$ cat src/rtl/leitor_permutacao.sv
// Consumer of the permutation-generator interface: validates a captured 4x2-bit
// permutation and issues its indices over a valid/ack handshake. Optional rank output: RANK_OUT_EN.
module leitor_permutacao (
  input  logic       clock,
  input  logic       reset_n,
  input  logic [7:0] perm,
  input  logic       ready,
  input  logic       flush,
  output logic [1:0] idx,
  output logic       idx_valid,
  input  logic       idx_ack,
  output logic [1:0] slot,
  output logic       busy,
  output logic       done,
  output logic       perm_err,
  output logic [4:0] rank
);

  typedef enum logic [1:0] {IDLE, CHECK, EMIT, DONE} state_t;

  state_t     state, state_nx;
  logic [7:0] perm_r;
  logic [1:0] slot_r;
  logic [1:0] p0, p1, p2, p3;
  logic [1:0] sel_field;
  logic       distinct;

  assign p0 = perm_r[7:6];
  assign p1 = perm_r[5:4];
  assign p2 = perm_r[3:2];
  assign p3 = perm_r[1:0];

  assign distinct = (p0 != p1) && (p0 != p2) && (p0 != p3) &&
                    (p1 != p2) && (p1 != p3) && (p2 != p3);

  always_comb begin
    sel_field = p0;
    case (slot_r)
      2'd0: sel_field = p0;
      2'd1: sel_field = p1;
      2'd2: sel_field = p2;
      2'd3: sel_field = p3;
      default: sel_field = p0;
    endcase
  end

  always_ff @(posedge clock or negedge reset_n) begin
    if (!reset_n) state <= IDLE;
    else          state <= state_nx;
  end

  always_comb begin
    state_nx  = state;
    idx_valid = 1'b0;
    idx       = '0;
    done      = 1'b0;
    busy      = (state != IDLE);
    if (flush) begin
      state_nx = IDLE;
    end else begin
      case (state)
        IDLE:  if (ready) state_nx = CHECK;
        CHECK: state_nx = distinct ? EMIT : IDLE;
        EMIT:  if (idx_ack && slot_r == 2'd3) state_nx = DONE;
        DONE:  state_nx = IDLE;
        default: state_nx = IDLE;
      endcase
    end
    if (state == EMIT) begin
      idx_valid = 1'b1;
      idx       = sel_field;
    end
    if (state == DONE) done = 1'b1;
  end

  always_ff @(posedge clock or negedge reset_n) begin
    if (!reset_n) begin
      perm_r   <= '0;
      slot_r   <= '0;
      perm_err <= 1'b0;
    end else if (flush) begin
      slot_r <= '0;
    end else begin
      case (state)
        IDLE: if (ready) begin
          perm_r   <= perm;
          perm_err <= 1'b0;
        end
        CHECK: begin
          slot_r <= '0;
          if (!distinct) perm_err <= 1'b1;
        end
        EMIT: if (idx_ack && slot_r != 2'd3) slot_r <= slot_r + 2'd1;
        DONE: slot_r <= '0;
        default: slot_r <= '0;
      endcase
    end
  end

  assign slot = slot_r;

`ifdef RANK_OUT_EN
  // b counts values other than p0 below p1, i.e. p1 shifted down when p0 < p1
  logic [1:0] b;
  logic [4:0] rank_calc;
  logic [4:0] rank_r;

  assign b         = p1 - {1'b0, (p1 > p0)};
  assign rank_calc = ({3'b000, p0} * 5'd6) + {2'b00, b, 1'b0} + {4'b0000, (p2 > p3)};

  always_ff @(posedge clock or negedge reset_n) begin
    if (!reset_n)                                  rank_r <= '0;
    else if (!flush && state == CHECK && distinct) rank_r <= rank_calc;
  end

  assign rank = rank_r;
`else
  assign rank = '0;
`endif

endmodule
$ cat config.mk
export PLATFORM = sky130hd
export DESIGN_NAME = leitor_permutacao
export DESIGN_NICKNAME = d
export VERILOG_FILES = /design/src/rtl/leitor_permutacao.sv
export SDC_FILE = /design/constraint.sdc
export NUM_CORES = 1
export LEC_CHECK = 0
export CORE_AREA = 2 2 51 53
export CTS_CLUSTER_SIZE = 30
export DETAILED_ROUTE_END_ITERATION = 6
export DIE_AREA = 0 0 53 55
export PLACE_DENSITY = 0.67
export SKIP_CTS_REPAIR_TIMING = 1
export SYNTH_ARGS = -nofsm -noshare
export SYNTH_HDL_FRONTEND = slang
export SYNTH_SLANG_ARGS = --single-unit
$ cat constraint.sdc
create_clock -name clock -period 1.7 [get_ports clock]
set_input_delay 0.17 -clock clock [delete_from_list [all_inputs] [get_ports clock]]
set_output_delay 0.17 -clock clock [all_outputs]
set_load 0.01 [all_outputs]
### Word-level counts from Yosys, hierarchy flattened

Cells that the tools add are included.

* $add $sub $neg: 1
* equality and inequality tests: 18
* muxes and demuxes: 15
* bitwise gates (word level): 1
* reduce and logical (&&, ||, !) cells: 17

Operator list (number)
* $pmux 2 s4: 2
* $mux 2: 7
* $ne 2x2->1: 6
* $eq 2x2->1 const B: 4
* $logic_and 1x1->1: 7
* $ne 2x2->1 const B: 3
* $ne 3x3->1 const B: 2
* $eq 2x1->1 const B: 2
* $logic_not 2->1: 2
* $mux 1: 4
* $pmux 2 s2: 1
* $reduce_and 2->1: 2
* $reduce_and 4->1: 1
* $reduce_bool 2->1: 2
* $ne 3x2->1 const B: 1
* $reduce_and 3->1: 1
* $reduce_bool 3->1: 1
* $add 2x1->2 const B: 1
* $pmux 1 s2: 1
* $reduce_or 2->1: 1
* $not 1->1: 1

* register bits after elaboration: 13
* output and inout bits: 13
* logic and storage cells: 56

### Logic depth before layout (Yosys ltp)

* word-level depth: 9
* gate-level depth with buffers: 6
* gate-level depth less buffers: 6

### Least setup slack after synthesis

OpenSTA, ideal clock, no wires.

* kind: register -> register
* start: register state[1]
* end: register perm_r[0]
* library setup time: 0.125 ns
* data arrival time: 1.318 ns
* data required time: 1.575 ns
* slack: 0.257 ns
* cell stages (with the launch flop): 4
* path buffers: 1
* period minus slack after synthesis: 1.443 ns
* path through: dfrtp_1 buf_6 nor4_4 mux2_2

* word-level cells in the longest chain between the ends: 2

Ends and longest elaborated chain
* from (decl): RTL line 21 `state_t state, state_nx;`
* from (signal assigned): RTL line 49 `else state <= state_nx;`
* $logic_not 2->1: RTL line 84 `case (state)`
* $reduce_and 3->1 (no line)
* to (signal assigned): RTL line 86 `perm_r <= perm;`
* to (decl): RTL line 22 `logic [7:0] perm_r;`

Every way passes these cells.
A chain may end at the register's enable or synchronous reset.

### Final worst setup path

* start: register slot_r[1], in the netlist slot[1]
* end: output idx[1]

* word-level cells in the longest chain between the ends: 3

Ends and longest elaborated chain
* from (decl): RTL line 23 `logic [1:0] slot_r;`
* from (signal assigned): RTL line 93 `EMIT: if (idx_ack && slot_r != 2'd3) slot_r <= slot_r + 2'd1;`
* $eq 2x2->1 (tied with other cells): RTL line 38 `case (slot_r)`
* $pmux 2 s4 (*): RTL line 38
* $mux 2 (*): RTL line 69 `if (state == EMIT) begin`
* to (decl): RTL line 9 `output logic [1:0] idx,`

Every way passes the cells marked *; elsewhere a longest branch is shown, timed or not.

==> run summary <==
Nets: 137
status: finished, violations left
Crit Reg-Reg Startpoint: state[1]
Layout Skew: 0.00313 ns
final hold vios: 0
worst rel slew slack: 58.8%
CP max stage delay: 0.43 ns
Via Count: 749
placed insts: 144
GRT Util Overall: 15.2%
vias in the first global route: 708
Synth area leaders: dfrtp_1, xnor2_1, mux2_2, ha_1, buf_4
CP arrival: 1.73 ns
post-route ant nets: 0
IO Port Bufs: 20
Required @ worst endpoint: 1.53 ns
actual slew at the worst max-slew pin: 0.616 ns
sequential share of the synthesized area: 36.3%
Non-Filler Instances: 149
num rows: 18
CTS Buf Count: 3
CP Max Fanout: 4
Max-cap violations: 0
top cell type's share of synthesized area: 36.3%
Leak: 0.578 nW
PD cells: 954 mW/mm^2
vias per inst: 5.03
root buffer cell: clkbuf_4
fin crit period: 1.90 ns
initial DRC count: 20
latest clock arrival within the worst-skew pair: 0.28 ns
CP Class: register to primary output
Post-Synth Simple-Gate Area: 13.0%
RD Place Congestion: 0.730
Horiz. Die Dim: 53 microns
Routed WL: 1940 microns
final setup vio count: 2
largest family of logic cells by synthesized area: simple AND/OR/NAND/NOR gates
Critical-path top delay cell: dfrtp_1
n_diodes: 0
R2R depth: 4
Adder-Cell Fraction of Synth Area: 5.58%
post-synthesis compound-gate area fraction: 10.0%
RR Endpoint: perm_r[2]
largest net degree at the start of global routing: 14
hold_ws: 0.271 ns
Ys Warns: 0
period utilization: 112%
mux share of post-synthesis cell area: 11.2%
first-pass GRT wire length: 3220 microns
Synth area leader: dfrtp_1
routed len/inst: 13.0 microns
critical path's most frequent cell: nor2_1
Post-Synth XOR/XNOR Area: 12.7%
final core occ: 51.6%
crit-path cells: inv_2 -> ha_2 -> a222oi_1 -> nor2_1 -> a21oi_1 -> nor2_1 -> clkbuf_2
Netlist cell types: 31
hold crit path type: input pin to async pin
RSZ-0062 raised after global routing: yes
Worst VDD drop: 0.756 mV
Final WS setup: -0.198 ns
flop-to-flop setup slack: 0.22 ns
Fmax: 0.527 GHz
die area: 0.00292 sq mm
htree depth: 1
Area Growth Syn to Fin: 36.0%
Starting Density: 37.9%
clock-pin slew on the worst setup and hold paths: 0.09 ns
#FFs+latches synth: 13
DP Wirelength: 1520 microns
DRC Markers: 0
drt pass-1 iters: 4
endpoint class of the critical path: primary output
Gate Count Post-Synth: 88
Clock Tree Buf Depth: 2
CTS Sinks: 13
Avg Cell Area, Syn: 10.2 sq um
Pins Over Slew Limit: 0
share of cells above drive strength 1: 31.1%
IO Count: 26
area of the mapped netlist: 897 sq um
CP Launch Type: register
Remaining Overflow, GRT: 0
initial antenna violation count: 0
failing checks: setup timing
CTS tree: built
Die Height: 55 microns
core area: 0.00236 sq mm
area by class of cell:
class,count,area (sq um)
Fill cell,223,1140
Tap cell,30,37.5
Inverter,4,15.0
Clock inverter,1,5.00
Clock buffer,3,22.5
Sequential cell,13,325
Multi-Input combinational cell,62,497
Timing Repair Buffer,36,318
how the worst max path moves through the flow:
stage,start,to,depth (start not counted)
3_3_place_gp,slot[1],idx[1],7
3_5_place_dp,slot[0],idx[0],7
5_1_grt,slot[1],idx[1],7
2_1_floorplan,state[1],perm_r[0],3
4_1_cts,slot[1],idx[1],7
6_report,slot[1],idx[1],7
routing by layer:
metal / GRT usage, % / part of all wire (%) / up-vias / wire, microns
li1: - / - / 353 / -
met1: 18.3 / 42 / 372 / 820
met2: 27.9 / 52 / 22 / 1010
met3: 2.15 / 5.0 / 2 / 96
met4: 5.13 / 0.77 / 0 / 15
met5: 0 / 0 / - / 0
cells in the final DEF, fill, tap and decap left out, types with 5 or more instances in the layout:
cell,n
buf_4,16
clkdlybuf4s50_1,15
conb_1,5
dfrtp_1,13
mux2_2,8
nor2_1,5
xnor2_1,13
per-stage QoR:
step	area, sq um	power [mW]	setup WS, ns	setup TNS (ns)
2_1_floorplan	912	0.795	0.257	0
3_3_place_gp	1180	0.954	-0.141	-0.252
3_5_place_dp	1180	0.974	-0.156	-0.312
4_1_cts	1210	1.17	-0.505	-1.09
5_1_grt	1220	1.23	-0.248	-0.493
6_report	1220	1.16	-0.198	-0.281
report_power, final:
part / switching [mW] / internal [mW]
clock: 0.110 / 0.0871
combinational: 0.234 / 0.305
sequential: 0.0560 / 0.373
critical path, delay by kind of cell (launching register included):
kind / cells / cell delay (ns)
buffers and inverters: 2 / 0.19
AOI/OAI and AO/OA: 2 / 0.51
DFF: 1 / 0.43
adders and majority gates: 1 / 0.17
and+or+nand+nor: 2 / 0.16
flip-flops by register name, summed over array words and instances (netlist names):
name / cells
perm_err: 1
perm_r: 8
slot: 2
state: 2
Yosys cell counts:
master    number
mux2_2         8
nor3_1         3
nor4_4         1
conb_1         1
o31ai_1        1
and4_1         1
nand2_1        2
ha_1           4
nand3_1        1
or2_2          1
nand2b_1       1
and2_1         1
nand3b_1       1
nor2_1         5
nand4_1        1
clkbuf_2       3
buf_6          1
inv_1          4
clkbuf_1       3
a222oi_1       2
or2b_1         1
a21oi_1        3
o21ba_1        1
mux2i_1        1
dfrtp_1       13
o211ai_1       1
a22oi_1        2
a21boi_0       1
buf_4          6
o21a_1         1
xnor2_1       13
cell families (layout without fill, tap and decap cells):
| family | count (synthesis) | in the layout |
|---|---|---|
| XOR/XNOR | 13 | 13 |
| adder cells (fa/ha/maj) | 4 | 4 |
| AND/OR/NAND/NOR | 19 | 19 |
| buffers and inverters | 17 | 44 |
| other | 1 | 5 |
| AO/OA/AOI/OAI | 12 | 12 |
| multiplexers | 9 | 9 |
| flip-flops | 13 | 13 |
Power figures use the tool's default switching activity.
